--- config.mk ---
export PLATFORM = sky130hd
export DESIGN_NAME = alu_bus_capture_flat
export DESIGN_NICKNAME = d
export VERILOG_FILES = /design/src/rtl/alu_bus_capture_if.sv /design/src/rtl/alu_bus_capture.sv /design/src/flat_wrapper.sv
export SDC_FILE = /design/constraint.sdc
export NUM_CORES = 1
export LEC_CHECK = 0
export CAP_MARGIN = 20
export CORE_MARGIN = 2
export CORE_UTILIZATION = 40
export CTS_BUF_LIST = sky130_fd_sc_hd__clkbuf_8
export DETAILED_ROUTE_END_ITERATION = 10
export PLACE_DENSITY_LB_ADDON = 0.12
export SLEW_MARGIN = 20
export SYNTH_ARGS = -nofsm -noshare
export SYNTH_HDL_FRONTEND = slang
export SYNTH_SLANG_ARGS = --single-unit
--- constraint.sdc ---
create_clock -name clock -period 4.6 [get_ports clock]
set_input_delay 0.92 -clock clock [delete_from_list [all_inputs] [get_ports clock]]
set_output_delay 0.92 -clock clock [all_outputs]
set_load 0.005 [all_outputs]
--- src/rtl/alu_bus_capture_if.sv ---
// alu_bus_capture_if: ALU result bus, status control and writeback handshake
interface alu_bus_capture_if #(parameter int DEST_W = 3);
  logic              bus_valid;
  logic [7:0]        alu_result;
  logic [2:0]        alu_flags;
  logic              flag_we;
  logic [DEST_W-1:0] dest;
  logic              status_load;
  logic [2:0]        status_in;
  logic              clr_overrun;
  logic              wb_ready;
  logic              wb_valid;
  logic [7:0]        wb_data;
  logic [DEST_W-1:0] wb_dest;
  logic [2:0]        status;
  logic              full;
  logic              overrun;
  modport slave (
    input  bus_valid, alu_result, alu_flags, flag_we, dest,
    input  status_load, status_in, clr_overrun, wb_ready,
    output wb_valid, wb_data, wb_dest, status, full, overrun
  );
  modport master (
    output bus_valid, alu_result, alu_flags, flag_we, dest,
    output status_load, status_in, clr_overrun, wb_ready,
    input  wb_valid, wb_data, wb_dest, status, full, overrun
  );
endinterface

--- src/rtl/alu_bus_capture.sv ---
// alu_bus_capture: samples the ALU bus into a 2-entry writeback buffer and keeps the C/N/Z status register
module alu_bus_capture #(
  parameter int DEPTH  = 2,
  parameter int DEST_W = 3
) (
  input logic         clock,
  input logic         nreset,
  alu_bus_capture_if.slave bus
);
  localparam logic [1:0] FULL_CNT = 2'(DEPTH);
  logic [7:0]        data_q [DEPTH];
  logic [7:0]        data_d [DEPTH];
  logic [DEST_W-1:0] dest_q [DEPTH];
  logic [DEST_W-1:0] dest_d [DEPTH];
  logic              wptr_q, wptr_d, rptr_q, rptr_d;
  logic [1:0]        count_q, count_d;
  logic [2:0]        status_q, status_d;
  logic              overrun_q, overrun_d;
  logic              push, pop, drop;
  always_comb begin
    push      = bus.bus_valid && (count_q != FULL_CNT || bus.wb_ready);
    pop       = (count_q != 2'd0) && bus.wb_ready;
    drop      = bus.bus_valid && !push;
    data_d    = data_q;
    dest_d    = dest_q;
    if (push) begin
      data_d[wptr_q] = bus.alu_result;
      dest_d[wptr_q] = bus.dest;
    end
    wptr_d    = wptr_q ^ push;
    rptr_d    = rptr_q ^ pop;
    count_d   = count_q + {1'b0, push} - {1'b0, pop};
    // flags follow program order, so a dropped result still updates them
    status_d  = bus.status_load ? bus.status_in :
                (bus.bus_valid && bus.flag_we) ? bus.alu_flags : status_q;
    overrun_d = drop | (overrun_q & ~bus.clr_overrun);
  end
  always_ff @(posedge clock or negedge nreset) begin
    if (!nreset) begin
      data_q    <= '{default: '0};
      dest_q    <= '{default: '0};
      wptr_q    <= 1'b0;
      rptr_q    <= 1'b0;
      count_q   <= 2'd0;
      status_q  <= 3'b000;
      overrun_q <= 1'b0;
    end else begin
      data_q    <= data_d;
      dest_q    <= dest_d;
      wptr_q    <= wptr_d;
      rptr_q    <= rptr_d;
      count_q   <= count_d;
      status_q  <= status_d;
      overrun_q <= overrun_d;
    end
  end
  always_comb begin
    bus.wb_valid = count_q != 2'd0;
    bus.wb_data  = data_q[rptr_q];
    bus.wb_dest  = dest_q[rptr_q];
    bus.full     = count_q == FULL_CNT;
    bus.status   = status_q;
    bus.overrun  = overrun_q;
  end
endmodule

--- src/flat_wrapper.sv ---
// flat-port wrapper written by rule: the top's interface ports become plain ports
module alu_bus_capture_flat 
#(
  parameter int DEPTH  = 2,
  parameter int DEST_W = 3
)
  (clock, nreset, bus_bus_valid, bus_alu_result, bus_alu_flags, bus_flag_we, bus_dest, bus_status_load, bus_status_in, bus_clr_overrun, bus_wb_ready, bus_wb_valid, bus_wb_data, bus_wb_dest, bus_status, bus_full, bus_overrun);
  alu_bus_capture_if #(.DEST_W(DEST_W)) bus_i ();
  input logic clock;
  input logic nreset;
  input wire logic [$bits(bus_i.bus_valid)-1:0] bus_bus_valid;
  input wire logic [$bits(bus_i.alu_result)-1:0] bus_alu_result;
  input wire logic [$bits(bus_i.alu_flags)-1:0] bus_alu_flags;
  input wire logic [$bits(bus_i.flag_we)-1:0] bus_flag_we;
  input wire logic [$bits(bus_i.dest)-1:0] bus_dest;
  input wire logic [$bits(bus_i.status_load)-1:0] bus_status_load;
  input wire logic [$bits(bus_i.status_in)-1:0] bus_status_in;
  input wire logic [$bits(bus_i.clr_overrun)-1:0] bus_clr_overrun;
  input wire logic [$bits(bus_i.wb_ready)-1:0] bus_wb_ready;
  output wire logic [$bits(bus_i.wb_valid)-1:0] bus_wb_valid;
  output wire logic [$bits(bus_i.wb_data)-1:0] bus_wb_data;
  output wire logic [$bits(bus_i.wb_dest)-1:0] bus_wb_dest;
  output wire logic [$bits(bus_i.status)-1:0] bus_status;
  output wire logic [$bits(bus_i.full)-1:0] bus_full;
  output wire logic [$bits(bus_i.overrun)-1:0] bus_overrun;
  assign bus_i.bus_valid = bus_bus_valid;
  assign bus_i.alu_result = bus_alu_result;
  assign bus_i.alu_flags = bus_alu_flags;
  assign bus_i.flag_we = bus_flag_we;
  assign bus_i.dest = bus_dest;
  assign bus_i.status_load = bus_status_load;
  assign bus_i.status_in = bus_status_in;
  assign bus_i.clr_overrun = bus_clr_overrun;
  assign bus_i.wb_ready = bus_wb_ready;
  assign bus_wb_valid = bus_i.wb_valid;
  assign bus_wb_data = bus_i.wb_data;
  assign bus_wb_dest = bus_i.wb_dest;
  assign bus_status = bus_i.status;
  assign bus_full = bus_i.full;
  assign bus_overrun = bus_i.overrun;
  alu_bus_capture #(.DEPTH(DEPTH), .DEST_W(DEST_W)) u_core (.clock(clock), .nreset(nreset), .bus(bus_i));
endmodule
==> out/summary.txt <==
Post-synth net total - 124
Synth area leaders - dfrtp_1 53%, mux2_2 19%, mux2_4 9.5%, ha_1 3.5%, buf_6 2.4%
# port buffers - 40
Final min period - 2.817 ns
Final Wtd Congestion - 0.6603
Seq/Total Area, Yosys - 52.91%
Clk pwr share - 15.1%
Avg WL per Cell - 12.99 µm
Area leader, netlist - dfrtp_1
Die area - 4039 µm²
Top cell type's share of synthesized area - 52.91%
Ys flop type - dfrtp_1
Vias in the first global route - 979
Final period util - 61.23%
Max Fanout on Critical Path - 12
Htree depth - 2
Yosys warning total - 0
Static Leak - 0.8458 nW
Post-synth ARST share - 100.0%
Post-synth EDFFs - 0
#FFs+latches synth - 30
Routed WL - 2429 µm
Inserted Diodes - 0
Root buffer cell - clkbuf_8
Fmax - 355.0 MHz
Vias - 899
Final setup TNS - 0 ns
Final hold slack - 0.5039 ns
Hold_buf cts - 0
Worst Skew - 0.005256 ns
Via density - 4.807
Crit-path max cell delay - 0.78 ns
Worst Max-Slew Pin Slew - 0.6857 ns
CTS resizes - 0
Worst IR drop on VDD - 0.2264 mV
Largest net degree at the start of global routing - 31
Slew Limit Fails - 0
Die Y - 63.56 µm
NetSw - 0.3293 mW
Layout cells sized above 1 - 29.08%
Worst setup path class - reg -> out
HPWL Detailed - 1739 µm
Final global-route overflow total - 0
CTS tree - built
Cell Area, Synth - 1419 µm²
Slew margin rel. - 54.29%
Layout area overhead - 35.80%
Worst Hold Class - reg -> reg
CP required - 3.68 ns
Critical path arrival - 1.90 ns
Final Hold Viols - 0
Initial Utilization - 42.19%
Worst-path cell chain - mux2_2 > clkdlybuf4s50_1
CTS max path bufs - 2
Gr usage total - 14.00%
Slowest CP cell - dfrtp_1
Final #Nets - 169
Final Setup Violations - 0
Internal power - 0.8950 mW
Clk slew on worst S/H paths - 0.05 ns
Commonest cells post-synth - 30 x dfrtp_1, 24 x mux2_2, 9 x mux2_4
Antenna violations before repair - 0
Power per standard cell area - 635.4 nW/µm²
Seq pwr share - 39.2%
Core Rows - 21
CTS Buf Count - 5
DRT Pass-1 Iters - 4
Clk_lat worst skew - 0.27 ns
Count of cell types in the netlist - 17
Antenna Nets Post-Route - 0
Switching part of the total - 26.90%
Global-route wire length before repair - 4250 µm
Setup Fix Bufs, Post-CTS - 0
Worst setup EP type - primary output
Status - finished clean
Drc violations - 0
Max-cap violations - 0
Startpoint Class - flip-flop
RSZ-0062 raised after global routing - false
Count leader, synth - dfrtp_1
Core area - 3363 µm²
Die W - 63.56 µm
Gate Count Post-Synth - 96
Iteration-0 DRC Markers - 15
Synthesized area per cell - 14.78 µm²
Fillers - 320
Clock sinks - 30
I/O pin count - 41
Logic gate share of total power - 45.8%
## layout make-up
| cell class | count | area (µm²) | area share (%) |
|---|---|---|---|
| Clock buffer | 5 | 68.82 | 3.571 |
| Clock inverter | 2 | 7.507 | 0.3896 |
| Inverter | 5 | 18.77 | 0.9740 |
| Multi-Input combinational cell | 58 | 615.6 | 31.95 |
| Sequential cell | 30 | 750.7 | 38.96 |
| Tap cell | 46 | 57.56 | 2.987 |
| Timing Repair Buffer | 41 | 407.9 | 21.17 |
## placed cells by master (no fill, tap or decap), types with 3 or more instances in the layout
master and count:
ha_1 4, inv_1 7, clkdlybuf4s50_1 40, o31a_1 3, mux2_2 24, mux2_4 9, clkbuf_8 5, nand2b_1 3
a21boi_0 3, and3_1 3, dfrtp_1 30
## power by group through the flow
stage / Sequential [mW] / Combinational (mW) / Clock [mW]
final: 0.479 / 0.560 / 0.185
after global routing: 0.500 / 0.613 / 0.204
after global placement: 0.482 / 0.555 / 0
after detailed placement: 0.485 / 0.570 / 0
after CTS: 0.481 / 0.574 / 0.192
after floorplan: 0.444 / 0.368 / 0
## routing by layer
layer,up-vias,wire length (µm),global-route usage (%)
li1,424,-,-
met1,436,1045,15.21
met2,34,1160,23.95
met3,5,181,5.893
met4,0,42,5.707
met5,-,0,0
## flip-flops by register name (all words and copies together) (netlist names)
register	cells
u_core.bus.overrun	1
u_core.bus.status	3
u_core.count_q	2
u_core.data_q	16
u_core.dest_q	6
u_core.rptr_q	1
u_core.wptr_q	1
## critical path, delay by kind of cell (launching register included)
family                 cells  cell delay [ns]
flip-flops                 1             0.78
buffers and inverters      1             0.44
multiplexers               1             0.41
## cell families (layout without fill, tap and decap cells)
logic type	count (synthesis)	in the layout	synth area share, %
AO/OA/AOI/OAI	8	8	4.586
buffers and inverters	8	53	3.704
AND/OR/NAND/NOR	10	10	4.850
multiplexers	33	33	28.57
flip-flops	30	30	52.91
XOR/XNOR	3	3	1.852
adder cells (fa/ha/maj)	4	4	3.527
## per-stage QoR
step / util [%] / cells / total power, mW / instance area (µm²) / worst slack, ns
after floorplan: - / 96 / 0.8121 / 1419 / 2.674
after global placement: 55.02 / 180 / 1.037 / 1851 / 1.763
after detailed placement: 55.02 / 180 / 1.055 / 1851 / 1.682
after CTS: 57.29 / 187 / 1.247 / 1927 / 1.759
after global routing: 57.29 / 187 / 1.317 / 1927 / 1.712
final: 57.29 / 187 / 1.224 / 1927 / 1.783
## final timing paths
check | startpoint | to | slack (ns) | cells past startpoint
max in group asynchronous | nreset | u_core.data_q[13]$_DFFE_PN0P_ | 3.29 | 2
max | u_core.rptr_q$_DFF_PN0_ | bus_wb_dest[2] | 1.78 | 2
max reg2reg | u_core.count_q[1]$_DFF_PN0_ | u_core.data_q[11]$_DFFE_PN0P_ | 2.73 | 4
min | u_core.dest_q[2]$_DFFE_PN0P_ | u_core.dest_q[2]$_DFFE_PN0P_ | 0.50 | 1
min in group asynchronous | nreset | u_core.dest_q[5]$_DFFE_PN0P_ | 1.04 | 2
min reg2reg | u_core.dest_q[2]$_DFFE_PN0P_ | u_core.dest_q[2]$_DFFE_PN0P_ | 0.50 | 1
Power figures use the tool's default switching activity.
